File: config.mk
export PLATFORM = sky130hd
export DESIGN_NAME = ttl_bus_arbiter
export DESIGN_NICKNAME = d
export VERILOG_FILES = /design/src/rtl/ttl_bus_arbiter.sv
export SDC_FILE = /design/constraint.sdc
export NUM_CORES = 1
export LEC_CHECK = 0
export CAP_MARGIN = 20
export CORE_AREA = 2 2 44 46
export DETAILED_ROUTE_END_ITERATION = 7
export DIE_AREA = 0 0 46 48
export GPL_TIMING_DRIVEN = 1
export HOLD_SLACK_MARGIN = 0.03
export PLACE_DENSITY_LB_ADDON = 0.1
export SYNTH_ARGS = -nofsm -noshare
export SYNTH_HDL_FRONTEND = slang
export SYNTH_SLANG_ARGS = --single-unit
File: constraint.sdc
create_clock -name Clk -period 2.9 [get_ports Clk]
set_input_delay 0.435 -clock Clk [delete_from_list [all_inputs] [get_ports Clk]]
set_output_delay 0.435 -clock Clk [all_outputs]
set_load 0.01 [all_outputs]
File: src/rtl/ttl_bus_arbiter.sv
`default_nettype none
// ============================================================================
// Module   : ttl_bus_arbiter
// Purpose  : Round-robin arbiter sharing one tri-state bus between BLOCKS
//            quad bus buffers with active-low enables. Enables are driven
//            one-hot-low, so at most one buffer drives the bus. An all-off
//            turnaround gap separates successive owners so that drivers never
//            overlap.
// Revision : 1.0 - initial release
// ----------------------------------------------------------------------------
// Parameters
//   BLOCKS      number of requesters/buffers (2..16)
//   TURNAROUND  all-off cycles between successive grants (1..15)
//   HOLD_LIMIT  max consecutive grant cycles when contended (1..255),
//               only meaningful with BUS_ARB_HOLD_LIMIT_EN defined
//   DELAY_RISE  rise delay of Enable_bar/Grant in the board-level model
//   DELAY_FALL  fall delay of Enable_bar/Grant in the board-level model
// Ports
//   Clk          in   1        clock, all state changes on rising edge
//   Reset        in   1        synchronous, active-high
//   Req          in   BLOCKS   active-high bus request per requester
//   Grant        out  BLOCKS   one-hot active-high current owner (registered)
//   Enable_bar   out  BLOCKS   ~Grant, to buffer C pins (0 = drive bus)
//   Grant_index  out  log2     index of owner, valid only when Grant != 0
//   Busy         out  1        high while in GRANT or TURNAROUND
// Configuration macro
//   BUS_ARB_HOLD_LIMIT_EN  defined: a contended owner is forced off the bus
//                          after HOLD_LIMIT consecutive grant cycles.
//                          undefined: the owner keeps the bus until it
//                          drops its request.
// ============================================================================
module ttl_bus_arbiter #(
    parameter int unsigned BLOCKS     = 4,
    parameter int unsigned TURNAROUND = 1,
    parameter int unsigned HOLD_LIMIT = 8,
    parameter int unsigned DELAY_RISE = 0,
    parameter int unsigned DELAY_FALL = 0
) (
    input  logic                      Clk,
    input  logic                      Reset,
    input  logic [BLOCKS-1:0]         Req,
    output logic [BLOCKS-1:0]         Grant,
    output logic [BLOCKS-1:0]         Enable_bar,
    output logic [$clog2(BLOCKS)-1:0] Grant_index,
    output logic                      Busy
);

    localparam int unsigned c_IW = $clog2(BLOCKS);

    localparam logic [1:0] c_ST_IDLE  = 2'd0;
    localparam logic [1:0] c_ST_GRANT = 2'd1;
    localparam logic [1:0] c_ST_TURN  = 2'd2;

    localparam logic [c_IW-1:0]   c_LAST_IDX = c_IW'(BLOCKS - 1);
    localparam logic [c_IW:0]     c_BLOCKS_W = (c_IW + 1)'(BLOCKS);
    localparam logic [BLOCKS-1:0] c_ONE      = {{(BLOCKS - 1){1'b0}}, 1'b1};
    localparam logic [3:0]        c_TURN     = 4'(TURNAROUND);

    // Rise/fall delays describe the discrete buffer board; the synthesised
    // outputs change only on the clock edge, so they produce no logic here.
    // The same applies to HOLD_LIMIT when the hold-limit feature is off.
    generate
        if ((DELAY_RISE != 0) || (DELAY_FALL != 0)) begin : g_board_delays
        end
`ifndef BUS_ARB_HOLD_LIMIT_EN
        if (HOLD_LIMIT == 0) begin : g_hold_limit_unused
        end
`endif
    endgenerate

    // ------------------------------------------------------------------------
    // State
    // ------------------------------------------------------------------------
    logic [1:0]        r_state;
    logic [BLOCKS-1:0] r_grant;
    logic [c_IW-1:0]   r_grant_index;
    logic              r_busy;
    logic [c_IW-1:0]   r_pointer;
    logic [3:0]        r_turn_cnt;

    logic [1:0]        w_state_nxt;
    logic [BLOCKS-1:0] w_grant_nxt;
    logic [c_IW-1:0]   w_grant_index_nxt;
    logic              w_busy_nxt;
    logic [c_IW-1:0]   w_pointer_nxt;
    logic [3:0]        w_turn_cnt_nxt;

`ifdef BUS_ARB_HOLD_LIMIT_EN
    localparam logic [7:0] c_HOLD = 8'(HOLD_LIMIT);

    logic [7:0] r_hold_cnt;
    logic [7:0] w_hold_cnt_nxt;
    logic       w_others_req;
`endif

    // ------------------------------------------------------------------------
    // Round-robin search: first set Req at or after r_pointer, wrapping at
    // BLOCKS (which need not be a power of two, hence the explicit wrap).
    // ------------------------------------------------------------------------
    logic              w_win_found;
    logic [c_IW-1:0]   w_win_idx;
    logic [c_IW:0]     w_cand_sum;
    logic [c_IW-1:0]   w_cand;

    always_comb begin
        w_win_found = 1'b0;
        w_win_idx   = '0;
        w_cand_sum  = '0;
        w_cand      = '0;
        for (int i = 0; i < BLOCKS; i++) begin
            w_cand_sum = {1'b0, r_pointer} + (c_IW + 1)'(i);
            if (w_cand_sum >= c_BLOCKS_W) begin
                w_cand_sum = w_cand_sum - c_BLOCKS_W;
            end
            w_cand = w_cand_sum[c_IW-1:0];
            if (!w_win_found && Req[w_cand]) begin
                w_win_found = 1'b1;
                w_win_idx   = w_cand;
            end
        end
    end

    logic [BLOCKS-1:0] w_win_onehot;
    logic              w_owner_req;
    logic              w_release;
    logic [c_IW-1:0]   w_next_pointer;

    assign w_win_onehot   = c_ONE << w_win_idx;
    assign w_owner_req    = Req[r_grant_index];
    assign w_next_pointer = (r_grant_index == c_LAST_IDX) ? '0
                                                          : r_grant_index + c_IW'(1);

`ifdef BUS_ARB_HOLD_LIMIT_EN
    // Only a competing request can force the owner off; an uncontended owner
    // keeps the bus with its counter parked at HOLD_LIMIT.
    assign w_others_req = |(Req & ~r_grant);
    assign w_release    = !w_owner_req || ((r_hold_cnt >= c_HOLD) && w_others_req);
`else
    assign w_release    = !w_owner_req;
`endif

    // ------------------------------------------------------------------------
    // Next-state / next-output logic
    // ------------------------------------------------------------------------
    always_comb begin
        w_state_nxt       = r_state;
        w_grant_nxt       = r_grant;
        w_grant_index_nxt = r_grant_index;
        w_busy_nxt        = r_busy;
        w_pointer_nxt     = r_pointer;
        w_turn_cnt_nxt    = r_turn_cnt;
`ifdef BUS_ARB_HOLD_LIMIT_EN
        w_hold_cnt_nxt    = r_hold_cnt;
`endif

        case (r_state)
            c_ST_IDLE: begin
                if (w_win_found) begin
                    w_state_nxt       = c_ST_GRANT;
                    w_grant_nxt       = w_win_onehot;
                    w_grant_index_nxt = w_win_idx;
                    w_busy_nxt        = 1'b1;
`ifdef BUS_ARB_HOLD_LIMIT_EN
                    // The counter includes the cycle the grant is visible.
                    w_hold_cnt_nxt    = 8'd1;
`endif
                end
            end

            c_ST_GRANT: begin
                if (w_release) begin
                    w_state_nxt    = c_ST_TURN;
                    w_grant_nxt    = '0;
                    w_busy_nxt     = 1'b1;
                    w_pointer_nxt  = w_next_pointer;
                    w_turn_cnt_nxt = c_TURN;
                end
`ifdef BUS_ARB_HOLD_LIMIT_EN
                else if (r_hold_cnt < c_HOLD) begin
                    w_hold_cnt_nxt = r_hold_cnt + 8'd1;
                end
`endif
            end

            c_ST_TURN: begin
                // The last all-off cycle is also the arbitration cycle, so the
                // bus is idle for exactly TURNAROUND cycles before a regrant.
                if (r_turn_cnt <= 4'd1) begin
                    w_turn_cnt_nxt = 4'd0;
                    if (w_win_found) begin
                        w_state_nxt       = c_ST_GRANT;
                        w_grant_nxt       = w_win_onehot;
                        w_grant_index_nxt = w_win_idx;
                        w_busy_nxt        = 1'b1;
`ifdef BUS_ARB_HOLD_LIMIT_EN
                        w_hold_cnt_nxt    = 8'd1;
`endif
                    end else begin
                        w_state_nxt = c_ST_IDLE;
                        w_busy_nxt  = 1'b0;
                    end
                end else begin
                    w_turn_cnt_nxt = r_turn_cnt - 4'd1;
                end
            end

            default: begin
                w_state_nxt = c_ST_IDLE;
                w_grant_nxt = '0;
                w_busy_nxt  = 1'b0;
            end
        endcase
    end

    // ------------------------------------------------------------------------
    // State register
    // ------------------------------------------------------------------------
    always_ff @(posedge Clk) begin
        if (Reset) begin
            r_state       <= c_ST_IDLE;
            r_grant       <= '0;
            r_grant_index <= '0;
            r_busy        <= 1'b0;
            r_pointer     <= '0;
            r_turn_cnt    <= '0;
`ifdef BUS_ARB_HOLD_LIMIT_EN
            r_hold_cnt    <= '0;
`endif
        end else begin
            r_state       <= w_state_nxt;
            r_grant       <= w_grant_nxt;
            r_grant_index <= w_grant_index_nxt;
            r_busy        <= w_busy_nxt;
            r_pointer     <= w_pointer_nxt;
            r_turn_cnt    <= w_turn_cnt_nxt;
`ifdef BUS_ARB_HOLD_LIMIT_EN
            r_hold_cnt    <= w_hold_cnt_nxt;
`endif
        end
    end

    assign Grant       = r_grant;
    assign Enable_bar  = ~r_grant;
    assign Grant_index = r_grant_index;
    assign Busy        = r_busy;

endmodule
`default_nettype wire

# Yosys cells after proc, flatten, opt, wreduce, memory -nomap -nowiden

Cells that the tools add are included.

Register bits: 15
Input bits: 6
Output and inout port bits: 11
Word-level logic and storage cells: 91

Add/sub/neg operators: 9
Order comparisons: 10
Eq/ne operators: 6
Shift-type cells: 1
Mux-type cells: 43
Bitwise gates (word level): 2
Reduce and logical (&&, ||, !) cells: 14

Operator list:

| cell                  | count |
|---|---|
| $mux W2               | 14 |
| $mux W4               | 5 |
| $lt A2 B3 Y1 const B  | 5 |
| $mux W1               | 14 |
| $pmux W4 S3           | 1 |
| $bmux W1 S2           | 5 |
| $ge A3 B3 Y1 const B  | 3 |
| $pmux W4 S2           | 1 |
| $reduce_and A2 Y1     | 4 |
| $sub A2 B1 Y2 const B | 4 |
| $add A2 B2 Y3 const B | 2 |
| $ne A2 B2 Y1 const B  | 3 |
| $pmux W2 S3           | 1 |
| $eq A2 B2 Y1 const B  | 2 |
| $le A4 B1 Y1 const B  | 1 |
| $not A4 Y4            | 1 |
| $pmux W2 S2           | 1 |
| $reduce_bool A2 Y1    | 2 |
| $shl A1 B2 Y4 const A | 1 |
| $sub A4 B1 Y4 const B | 1 |
| $add A2 B1 Y3 const B | 1 |
| $ge A2 B3 Y1 const B  | 1 |
| $logic_and A1 B1 Y1   | 3 |
| $logic_not A1 Y1      | 3 |
| other kinds (6)       | 6 |

# Longest topological paths before layout

Gate-level depths: netlist (run 1).

Word-level depth: 18
Mapped depth: 7
Mapped depth without buffers: 7

# Worst setup path before layout (run 1)

No wires, ideal clock.

Path type: flip-flop to flip-flop
From: reg r_turn_cnt[0]
To: reg r_busy, in the netlist Busy
Arrival: 1520 ps
Slack: 1310 ps
Stages on the path, launching flop included: 8
Buffers on the path: 0
Clock period less this slack: 1590 ps
Path through: dfxtp_1 > inv_1 > ha_1 > nor2_1 > o31ai_4 > nand3_4 > or3b_1 > a21oi_1

Cells in the longest elaborated chain, start to end: 3

Ends and longest elaborated chain:

| element                            | line | text |
|---|---|---|
| from (decl)                        | 79   | `logic [3:0] r_turn_cnt;` |
| from (signal assigned)             | 235  | `r_turn_cnt <= w_turn_cnt_nxt;` |
| $le A4 B1 Y1                       | 188  | `if (r_turn_cnt <= 4'd1) begin` |
| $ne A2 B2 Y1 (no source line)      | n/a  |  |
| $reduce_and A3 Y1 (no source line) | n/a  |  |
| to (signal assigned)               | 233  | `r_busy <= w_busy_nxt;` |
| to (decl)                          | 77   | `logic r_busy;` |

Every way passes these cells.
A chain may end at the register's enable or synchronous reset.

# Final worst setup path (run 1)

From: in Req[0]
To: reg r_busy, in the netlist Busy

Cells in the longest elaborated chain, start to end: 15
Elaborated cells between the ends (all ways): 26
Those cells by class: eq/ne: 2; mux: 17; reduce/logical: 7

Ends and longest elaborated chain:

| element                       | line | text |
|---|---|---|
| from (decl)                   | 41   | `input logic [BLOCKS-1:0] Req,` |
| $bmux W1 S2                   | 116  | `if (!w_win_found && Req[w_cand]) begin` |
| $mux W1 (not written as such) | 116  |  |
| $mux W1                       | 116  |  |
| $logic_not A1 Y1              | 116  |  |
| $logic_and A1 B1 Y1           | 116  |  |
| $mux W1                       | 116  |  |
| $logic_not A1 Y1              | 116  |  |
| $logic_and A1 B1 Y1           | 116  |  |
| $mux W1                       | 116  |  |
| $logic_not A1 Y1              | 116  |  |
| $logic_and A1 B1 Y1           | 116  |  |
| $mux W1                       | 116  |  |
| $mux W1                       | 190  | `if (w_win_found) begin` |
| $mux W1                       | 188  |  |
| $pmux W1 S3                   | 156  | `case (r_state)` |

Several ways; a longest one is shown, not always the timed one. The select of a mux whose other input is x is not followed.

==> results.toml, run 1 <==
[timing]
setup_viol = 0
slew_headroom_pct = 58.83
min_period_ns = 1.884
rsz0062_at_grt = "no"
tns_ns = 0
finalHoldViolCount = 0
worst_pin_slew_ns = 0.6134
min_period_over_period_pct = 64.96
maxSlewViolCount = 0
skew_ns = 0.003288
max_freq_mhz = 530.8

[logic_synthesis]
synth_edf_count = 0
synth-main-ff-cell = "dfxtp_1"
async_flop_share_pct = 0
synthCells = 103
ys_warn_count = 0
ys_ff_latch = 15
ys_types = 29
syn-num-nets = 117
syn_avg_cell_area_sq_um = 8.746
syn-cell-area_sq_um = 900.9
ys_seq_area_share_pct = 33.33

[setup_path]
arrival_ns = 2.05
rr_worst_depth = 7
r2r_start = "r_turn_cnt[0]$_SDFFE_PP0P_"
critPathMaxStageDelay_ns = 0.49
worst_setup_path_end_kind = "register"
crit_type = "input port to register"
crit_path_end = "Busy$_SDFFE_PP0P_"
startpoint_type = "input port"
worstSetupStartpoint = "Req[0]"
cp_max_fo = 6
cp.required_ns = 3.06
r2r_slack_ns = 1.14
reg2reg_to = "Busy$_SDFFE_PP0P_"
crit_path_cell_trace = "clkdlybuf4s50_1 -> nor4_1 -> nor2_1 -> or3_1 -> or3b_1 -> a21oi_1"
cp_slowest_cell = "clkdlybuf4s50_1"

[power_and_ir_drop]
p_sw_share_pct = 39.77
switchingPower_uw = 329.3
power.share.clock_pct = 15.4
power.total_uw = 828.0
p_int_uw = 498.7
max-vdd-ir-drop_uv = 440.9
p_seq_share_pct = 36.6
combPwrFrac_pct = 48.0
leakagePower_nw = 0.4417
power_density_nw_per_um2 = 752.0

[die]
start_util_pct = 53.33
num_rows = 15
coreArea_sq_um = 1689
die_area_sq_um = 2208
die_h_um = 48
io_pins = 17
die_w_um = 46

[clocking]
cts_tree = "done"
cts.root.buffer_cell = "clkbuf_4"
cts.sink_count = 15
cts_buffer_depth = 2
post_cts_resized = 0
hold_buffers = 0
path_clk_slew_ns = 0.10
cts_setup_buffers = 0
cts-htree-levels = 1
cts_made_buffers = 3
worstSkewPairLatency_ns = 0.29

[routing]
vias_per_cell = 5.468
drt_iter0_markers = 10
wirelength_mm = 1.707
postRouteAntennaNets = 0
vias = 760
drc = 0
dr.pass1.iters = 2
wl_per_cell_um = 12.28

[grt]
grt_pass1_vias = 654
antenna_found_initial = 0
grt.overflow.total = 0
globalRouteTotalUtil_pct = 17.25
grt_max_degree = 14
grt_pass1_wl_mm = 2.691

[hold_path]
worst_hold_path_type = "register to register"
min_path_cells = 2

[final_layout]
fin_nets = 137
fillers = 145
final_common_cell = "clkdlybuf4s50_1"
layout-drive-gt1-share_pct = 6.557
multi_input_area_sq_um = 546.8
most-common-layout-cells = "16 x clkdlybuf4s50_1, 15 x dfxtp_1, 14 x nor2_1"
area_delta_synth_final_pct = 22.22
seqCellArea_sq_um = 300.3
antenna_cells = 0

[flow_run]
drv_cap = 0

[status]
outcome = "finished clean"

[place]
port_buffers = 16
dp.final_hpwl_mm = 1.281
place.gp.congestion = 0.7608
==> cell families (layout without fill, tap and decap cells) <==
| kind of cell | count (synthesis) | after routing | share of synthesized area, % |
|---|---|---|---|
| simple gates | 34 | 34 | 20.00 |
| compound gates | 24 | 24 | 19.44 |
| flops | 15 | 15 | 33.33 |
| buf+inv | 13 | 32 | 5.972 |
| mux | 9 | 9 | 10.14 |
| fa+ha+maj | 8 | 8 | 11.11 |
==> area by class of cell <==
cell class | instances | share of cell area, %
Multi-Input combinational cell | 75 | 49.66
Sequential cell | 15 | 27.27
Timing Repair Buffer | 16 | 14.55
Inverter | 12 | 4.091
Clock buffer | 3 | 2.045
Tap cell | 17 | 1.932
Clock inverter | 1 | 0.4545
==> metrics by stage <==
step / util [%] / std cells / cell area (sq um) / hold slack (ns) / worst slack [ns]
global route: 65.19 / 139 / 1101 / 0.4691 / 0.8101
CTS: 65.19 / 139 / 1101 / 0.4572 / 1.016
detailed placement: 63.56 / 135 / 1074 / 0.4433 / 0.7050
global placement: 63.56 / 135 / 1074 / 0.4408 / 0.7330
floorplan: - / 103 / 900.9 / 0.4450 / 1.310
finish: 65.19 / 139 / 1101 / 0.4554 / 1.016
==> power by group through the flow <==
stage / clock network, mW / logic [mW] / registers (mW)
global route: 0.138 / 0.445 / 0.311
finish: 0.127 / 0.398 / 0.303
detailed placement: 0 / 0.397 / 0.307
CTS: 0.130 / 0.401 / 0.303
floorplan: 0 / 0.262 / 0.310
global placement: 0 / 0.396 / 0.306
==> cells in the mapped netlist, types with 2 or more instances <==
cell / instances / area share [%]
ha_1: 8 / 11
or3_1: 2 / 1.4
nand3b_1: 3 / 2.5
nand2_1: 6 / 2.5
nor3_1: 2 / 1.1
o21ai_0: 5 / 2.8
a21oi_1: 7 / 3.9
inv_1: 12 / 5.0
a22o_1: 2 / 1.9
dfxtp_1: 15 / 33
nor2_1: 14 / 5.8
mux2i_1: 8 / 8.9
a32o_1: 2 / 2.2
nand2b_1: 2 / 1.4
==> routing by layer <==
layer,routed length (um),vias up,GRT usage [%]
li1,-,403,-
met1,874,345,22.90
met2,777,10,26.67
met3,37,2,3.396
met4,18,0,8.571
met5,0,-,0
==> critical path: cells and delay by family <==
family / cells / cell delay [ns]
simple gates: 4 / 1.07
buf+inv: 1 / 0.49
compound gates: 1 / 0.05
==> worst min path at each step <==
stage / start / to / slack [ns]
3_5_place_dp: Busy$_SDFFE_PP0P_ / Busy$_SDFFE_PP0P_ / 0.44
6_report: Busy$_SDFFE_PP0P_ / Busy$_SDFFE_PP0P_ / 0.46
4_1_cts: Busy$_SDFFE_PP0P_ / Busy$_SDFFE_PP0P_ / 0.46
2_1_floorplan: r_turn_cnt[1]$_SDFFE_PP0P_ / r_turn_cnt[1]$_SDFFE_PP0P_ / 0.44
3_3_place_gp: Busy$_SDFFE_PP0P_ / Busy$_SDFFE_PP0P_ / 0.44
5_1_grt: Busy$_SDFFE_PP0P_ / Busy$_SDFFE_PP0P_ / 0.47
==> state kept, by name (all words and copies together), names as in the netlist <==
signal and count:
Grant_index 2, r_state 2, Busy 1, r_pointer 2, r_turn_cnt 4, Grant 4
No activity file was read; power rests on OpenSTA's default activity.
==> inputs of run 2 (changes only) <==
CORE_AREA = 2 2 46 48   (was 2 2 44 46)
DIE_AREA = 0 0 48 50   (was 0 0 46 48)
clock period = 1.76 ns   (was 2.9 ns; I/O delays follow)
==> run 2 against run 1 <==
Effect of this change: highest routed layer unchanged; sequential power up 61%; global-route usage up 1.6 points; flip-flop and latch count unchanged; utilization up 0.28 points; die area up 8.7%; hold slack better by 0.0035 ns; cell area up 13%; clock-buffer cell count unchanged; combinational power up 110%; largest cell class unchanged; sequential share of layout area down 3.2 points; via count up 13%.
==> results.toml, run 2 (synthesis gave the netlist of run 1 again) <==
[place]
place.gp.congestion = 0.7867
port_buffers = 16
dp.final_hpwl_mm = 1.507

[setup_path]
startpoint_type = "register"
crit_type = "register to register"
worst_setup_path_end_kind = "register"
rr_worst_depth = 5
reg2reg_to = "Busy$_SDFFE_PP0P_"
arrival_ns = 1.90
r2r_start = "Grant_index[1]$_SDFFE_PP0P_"
cp.required_ns = 1.98
cp_max_fo = 5
worstSetupStartpoint = "Grant_index[1]$_SDFFE_PP0P_"
r2r_slack_ns = 0.09

[hold_path]
whs_endpoint = "Busy$_SDFFE_PP0P_"
worstHoldStart = "Busy$_SDFFE_PP0P_"
worst_hold_path_type = "register to register"
min_path_cells = 2

[final_layout]
layout-drive-gt1-share_pct = 19.57
fin_nets = 153
area_delta_synth_final_pct = 38.19
antenna_cells = 0
fillers = 173
final_core_util_pct = 65.46
most-common-layout-cells = "16 x clkdlybuf4s50_1, 16 x buf_4, 15 x dfxtp_1"

[routing]
routed.top_layer = "met4"
wl_met1_um = 857
drc = 0
postRouteAntennaNets = 0
drt_iter0_markers = 18
wirelength_mm = 1.926
vias = 858
vias_per_cell = 5.200
wl_met3_um = 62
dr_wl_met2_um = 991
dr.pass1.iters = 4
wl_per_cell_um = 11.67

[timing]
finalHoldViolCount = 0
max_freq_mhz = 597.2
min_period_ns = 1.675
min_period_over_period_pct = 95.14
maxSlewViolCount = 0
skew_ns = 0.001389
tns_ns = 0
worst_pin_slew_ns = 0.3116
rsz0062_at_grt = "yes"
setup_viol = 0
slew_headroom_pct = 78.63

[die]
coreArea_sq_um = 1902
die_area_sq_um = 2400
io_pins = 17
die_w_um = 48
die_h_um = 50
start_util_pct = 47.37
num_rows = 16

[grt]
grt_pass1_vias = 818
grt_pass1_wl_mm = 3.312
globalRouteTotalUtil_pct = 18.88
antenna_found_initial = 0
grt.overflow.total = 0
grt_max_degree = 10

[status]
outcome = "finished clean"

[power_and_ir_drop]
max-vdd-ir-drop_uv = 752.1
power_density_nw_per_um2 = 1229
leakagePower_nw = 0.5197

[clocking]
cts.root.buffer_cell = "clkbuf_4"
hold_buffers = 0
path_clk_slew_ns = 0.09
cts.sink_count = 15
cts_buffer_depth = 2
cts_made_buffers = 3
cts-htree-levels = 1
worstSkewPairLatency_ns = 0.28
cts_tree = "done"

[flow_run]
drv_cap = 0
==> run 2: cell count changes in the layout (fill, tap and decap cells not counted) <==
cell and delta:
buf_4 +16, nor2_1 -1, ha_2 +1, o221ai_2 +1, nor2_2 +1, ha_1 -1, o221ai_1 -1
==> run 2: worst max-delay path, stage by stage (launching register included) <==
cell and delay (ns):
dfxtp_1 0.44, mux2i_1 0.35, o22a_2 0.26, nand3_4 0.07, or3b_1 0.35, a21oi_1 0.14
==> run 2: worst max path at each step <==
stage / endpoint / slack, ns / cells after the start
2_1_floorplan: Busy$_SDFFE_PP0P_ / 0.17 / 7
3_3_place_gp: Grant[1]$_SDFFE_PP0P_ / -0.19 / 7
3_5_place_dp: Grant[1]$_SDFFE_PP0P_ / -0.20 / 7
4_1_cts: r_turn_cnt[1]$_SDFFE_PP0P_ / 0.002 / 7
5_1_grt: Busy$_SDFFE_PP0P_ / -0.006 / 5
6_report: Busy$_SDFFE_PP0P_ / 0.09 / 5
==> run 2: metal layers <==
layer	up-vias	track usage [%]
li1	439	-
met1	407	22.92
met2	10	30.89
met3	2	5.861
met4	0	5.405
met5	-	0
==> run 2: through the flow <==
step	instance area, sq um	power (mW)	cells	hold slack (ns)	setup WS [ns]
final	1245	1.530	165	0.4589	0.08546
after global routing	1245	1.650	165	0.4897	-0.005617
after CTS	1226	1.501	164	0.4663	0.002229
after detailed placement	1191	1.297	159	0.4536	-0.2029
after global placement	1191	1.278	159	0.4410	-0.1890
after floorplan	900.9	0.9426	103	0.4450	0.1696
==> run 2: power breakdown <==
group	internal (mW)	total, mW	leakage [nW]	switching, mW
combinational	0.447	0.843	0.379	0.396
sequential	0.418	0.488	0.123	0.0692
clock	0.0845	0.199	0.0177	0.115
total	0.950	1.53	0.520	0.580
==> run 2: final cells by class <==
type / count / area (sq um) / share of cell area (%)
clock buffers: 3 / 22.52 / 1.809
clock inverters: 1 / 5.005 / 0.4020
inverters: 12 / 45.04 / 3.618
multi-input cells: 75 / 558.0 / 44.82
flip-flops and latches: 15 / 300.3 / 24.12
well taps: 27 / 33.78 / 2.714
repair buffers: 32 / 280.3 / 22.51
==> run 2: repair_timing <==
action                     CTS  global route
cloned                       0             0
pin swaps                    1             3
buffers inserted             1             1
setup endpoints to repair    1             9
resized for setup            0             3
==> inputs of run 3 (changes only) <==
ABC_AREA = 1   (was unset)
CORE_AREA = 2 2 52 54   (was 2 2 46 48)
DIE_AREA = 0 0 54 56   (was 0 0 48 50)
==> run 3 against run 2 <==
Effect of this change: setup slack better by 0.051 ns; power is 79% higher; via count increased by 35%; global-route usage shrank 0.097 points; fmax is 3.2% higher; critical path depth down 4; sequential power increased by 22%; clock-buffer cell count stayed put; clock power is 3% higher; cell area rose by 21%; utilization fell by 3.4 points; combinational power rose by 130%; critical path type is now register to output pin; critical endpoint is now Grant_index[0]; largest cell class unchanged; highest routed layer unchanged.
==> results.toml, run 3 <==
[setup_path]
worst_setup_path_end_kind = "output pin"
cp_slowest_cell = "clkdlybuf4s50_1"
arrival_ns = 1.36
crit_type = "register to output pin"
critical_path.top_delay_family = "buffers and inverters"
cp_max_fo = 7
worst-path-buf-inv = 1
cp.required_ns = 1.50
crit_path_cell_trace = "clkdlybuf4s50_1"
rr_worst_depth = 11
critPathMaxStageDelay_ns = 0.59
startpoint_type = "register"
critical_path_depth = 1

[clocking]
worstSkewPairLatency_ns = 0.29
cts_tree = "done"
cts_buffer_depth = 2
cts.root.buffer_cell = "clkbuf_4"
path_clk_slew_ns = 0.10
cts_made_buffers = 3
cts-htree-levels = 1
cts.sink_count = 15

[power_and_ir_drop]
switchingPower_mw = 1.400
p_seq_share_pct = 21.7
p_int_mw = 1.341
power.total_mw = 2.741
combPwrFrac_pct = 70.8
p_sw_share_pct = 51.07
leakagePower_nw = 0.7220
power_density_nw_per_um2 = 1815
power.share.clock_pct = 7.5
max-vdd-ir-drop_uv = 1170

[logic_synthesis]
yosys-top-cells-area = "dfxtp_1 24%, nand2_1 15%, ha_1 8.0%, nand2_4 7.2%, inv_1 6.9%"
ys_ff_latch = 15
synthTopCellsByCount = "50 x nand2_1, 23 x inv_1, 15 x dfxtp_1, 11 x nand2_2"
ys_seq_area_share_pct = 24.10
syn-cell-area_sq_um = 1246
synth_most_common_cell = "nand2_1"
syn_avg_cell_area_sq_um = 6.962
synth_top_area_share_pct = 24.10
synth-main-ff-cell = "dfxtp_1"
synthCells = 179
async_flop_share_pct = 0
syn-num-nets = 193
ys_types = 28
synth_largest_area_cell = "dfxtp_1"
ys_warn_count = 0
synth_edf_count = 0

[final_layout]
area_delta_synth_final_pct = 21.18
final_common_cell = "nand2_1"
final_cells = 234
most-common-layout-cells = "50 x nand2_1, 23 x inv_1, 16 x clkdlybuf4s50_1"
fin_nets = 219
antenna_cells = 0
layout-drive-gt1-share_pct = 25.98

[place]
dp.final_hpwl_mm = 2.072
port_buffers = 16
dpl.cell_count = 229
place.gp.congestion = 0.7648
post-place-ws_ns = -0.09104

[timing]
maxSlewViolCount = 0
worst_pin_slew_ns = 0.2654
min_period_ns = 1.623
skew_ns = 0.008621
max_freq_mhz = 616.0
setup_viol = 0
rsz0062_at_grt = "no"
finalWorstSetupSlack_ns = 0.1366
slew_headroom_pct = 82.19
finalHoldViolCount = 0
min_period_over_period_pct = 92.24
tns_ns = 0

[routing]
vias_per_cell = 4.936
dr.pass1.iters = 4
wirelength_mm = 2.487
vias = 1155
drt_iter0_markers = 24
postRouteAntennaNets = 0
drc = 0
wl_per_cell_um = 10.63

[grt]
grt_pass1_wl_mm = 4.436
globalRouteTotalUtil_pct = 18.78
grt_pass1_vias = 1076
grt_max_degree = 10
antenna_found_initial = 0
grt.overflow.total = 0

[die]
die_w_um = 54
die_h_um = 56
num_rows = 18
io_pins = 17
die_area_sq_um = 3024
coreArea_sq_um = 2432
start_util_pct = 51.23

[flow_run]
drv_cap = 0

[status]
outcome = "finished clean"

[hold_path]
worst_hold_path_type = "register to register"
min_path_cells = 2
[run 3: cell count changes after synthesis, moves of 5 or more]
| cell | change |
|---|---|
| inv_1 | +11 |
| nand2_1 | +44 |
| a21oi_2 | +7 |
| nand2_2 | +11 |
| nand3_1 | +10 |
| mux2i_1 | -8 |
| nand2_4 | +8 |
| inv_2 | +5 |
[run 3: worst paths after layout]
check | from | end | slack, ns
max | Grant_index[0]$_SDFFE_PP0P_ | Grant_index[0] | 0.14
min | Grant[1]$_SDFFE_PP0P_ | Grant[1]$_SDFFE_PP0P_ | 0.50
max reg2reg | r_turn_cnt[0]$_SDFFE_PP0P_ | Busy$_SDFFE_PP0P_ | 0.18
min reg2reg | Grant[1]$_SDFFE_PP0P_ | Grant[1]$_SDFFE_PP0P_ | 0.50
[run 3: power groups by stage]
| stage | Combinational (mW) | Clock [mW] | Sequential (mW) |
|---|---|---|---|
| finish | 1.94 | 0.205 | 0.595 |
| global route | 2.20 | 0.221 | 0.620 |
| CTS | 1.95 | 0.208 | 0.596 |
| detailed placement | 1.93 | 0 | 0.604 |
| global placement | 1.89 | 0 | 0.598 |
| floorplan | 1.44 | 0 | 0.608 |
[run 3: cell type report]
cell class / count / area, sq um
Fill cell: 236 / 922.1
Inverter: 29 / 111.4
Clock inverter: 1 / 5.005
Sequential cell: 15 / 301.5
Multi-Input combinational cell: 133 / 819.5
Clock buffer: 3 / 22.52
Timing Repair Buffer: 23 / 212.7
Tap cell: 30 / 37.54
[run 3: metal layers]
metal / share of wire, % / up-vias / wire length [um] / global-route usage, %
li1: - / 609 / - / -
met1: 43 / 527 / 1078 / 22.91
met2: 53 / 12 / 1312 / 32.75
met3: 2.0 / 7 / 50 / 2.688
met4: 1.8 / 0 / 45 / 5.714
met5: 0 / - / 0 / 0
[run 3: repair_timing]
| item | 4_1_cts | 5_1_grt |
|---|---|---|
| resized for setup | 0 | 1 |
| hold buffers | 0 | 0 |
| setup endpoints to repair | 0 | 7 |
| buffers inserted | 0 | 1 |
[run 3: logic make-up (layout without fill, tap and decap cells)]
| logic type | count (synthesis) | after routing | share of synthesized area [%] |
|---|---|---|---|
| and+or+nand+nor | 101 | 101 | 45.18 |
| buffers and inverters | 31 | 56 | 10.14 |
| AOI/OAI and AO/OA | 23 | 23 | 11.85 |
| DFF | 15 | 15 | 24.10 |
| adders and majority gates | 8 | 8 | 8.032 |
| xor gates and xnor gates | 1 | 1 | 0.7029 |
[run 3: metrics by stage]
stage | util (%) | instance area [sq um] | hold WS (ns)
floorplan | - | 1246 | 0.4776
global placement | 60.60 | 1474 | 0.4757
detailed placement | 60.60 | 1474 | 0.4852
CTS | 61.73 | 1501 | 0.5010
global route | 62.09 | 1510 | 0.5212
finish | 62.09 | 1510 | 0.5015
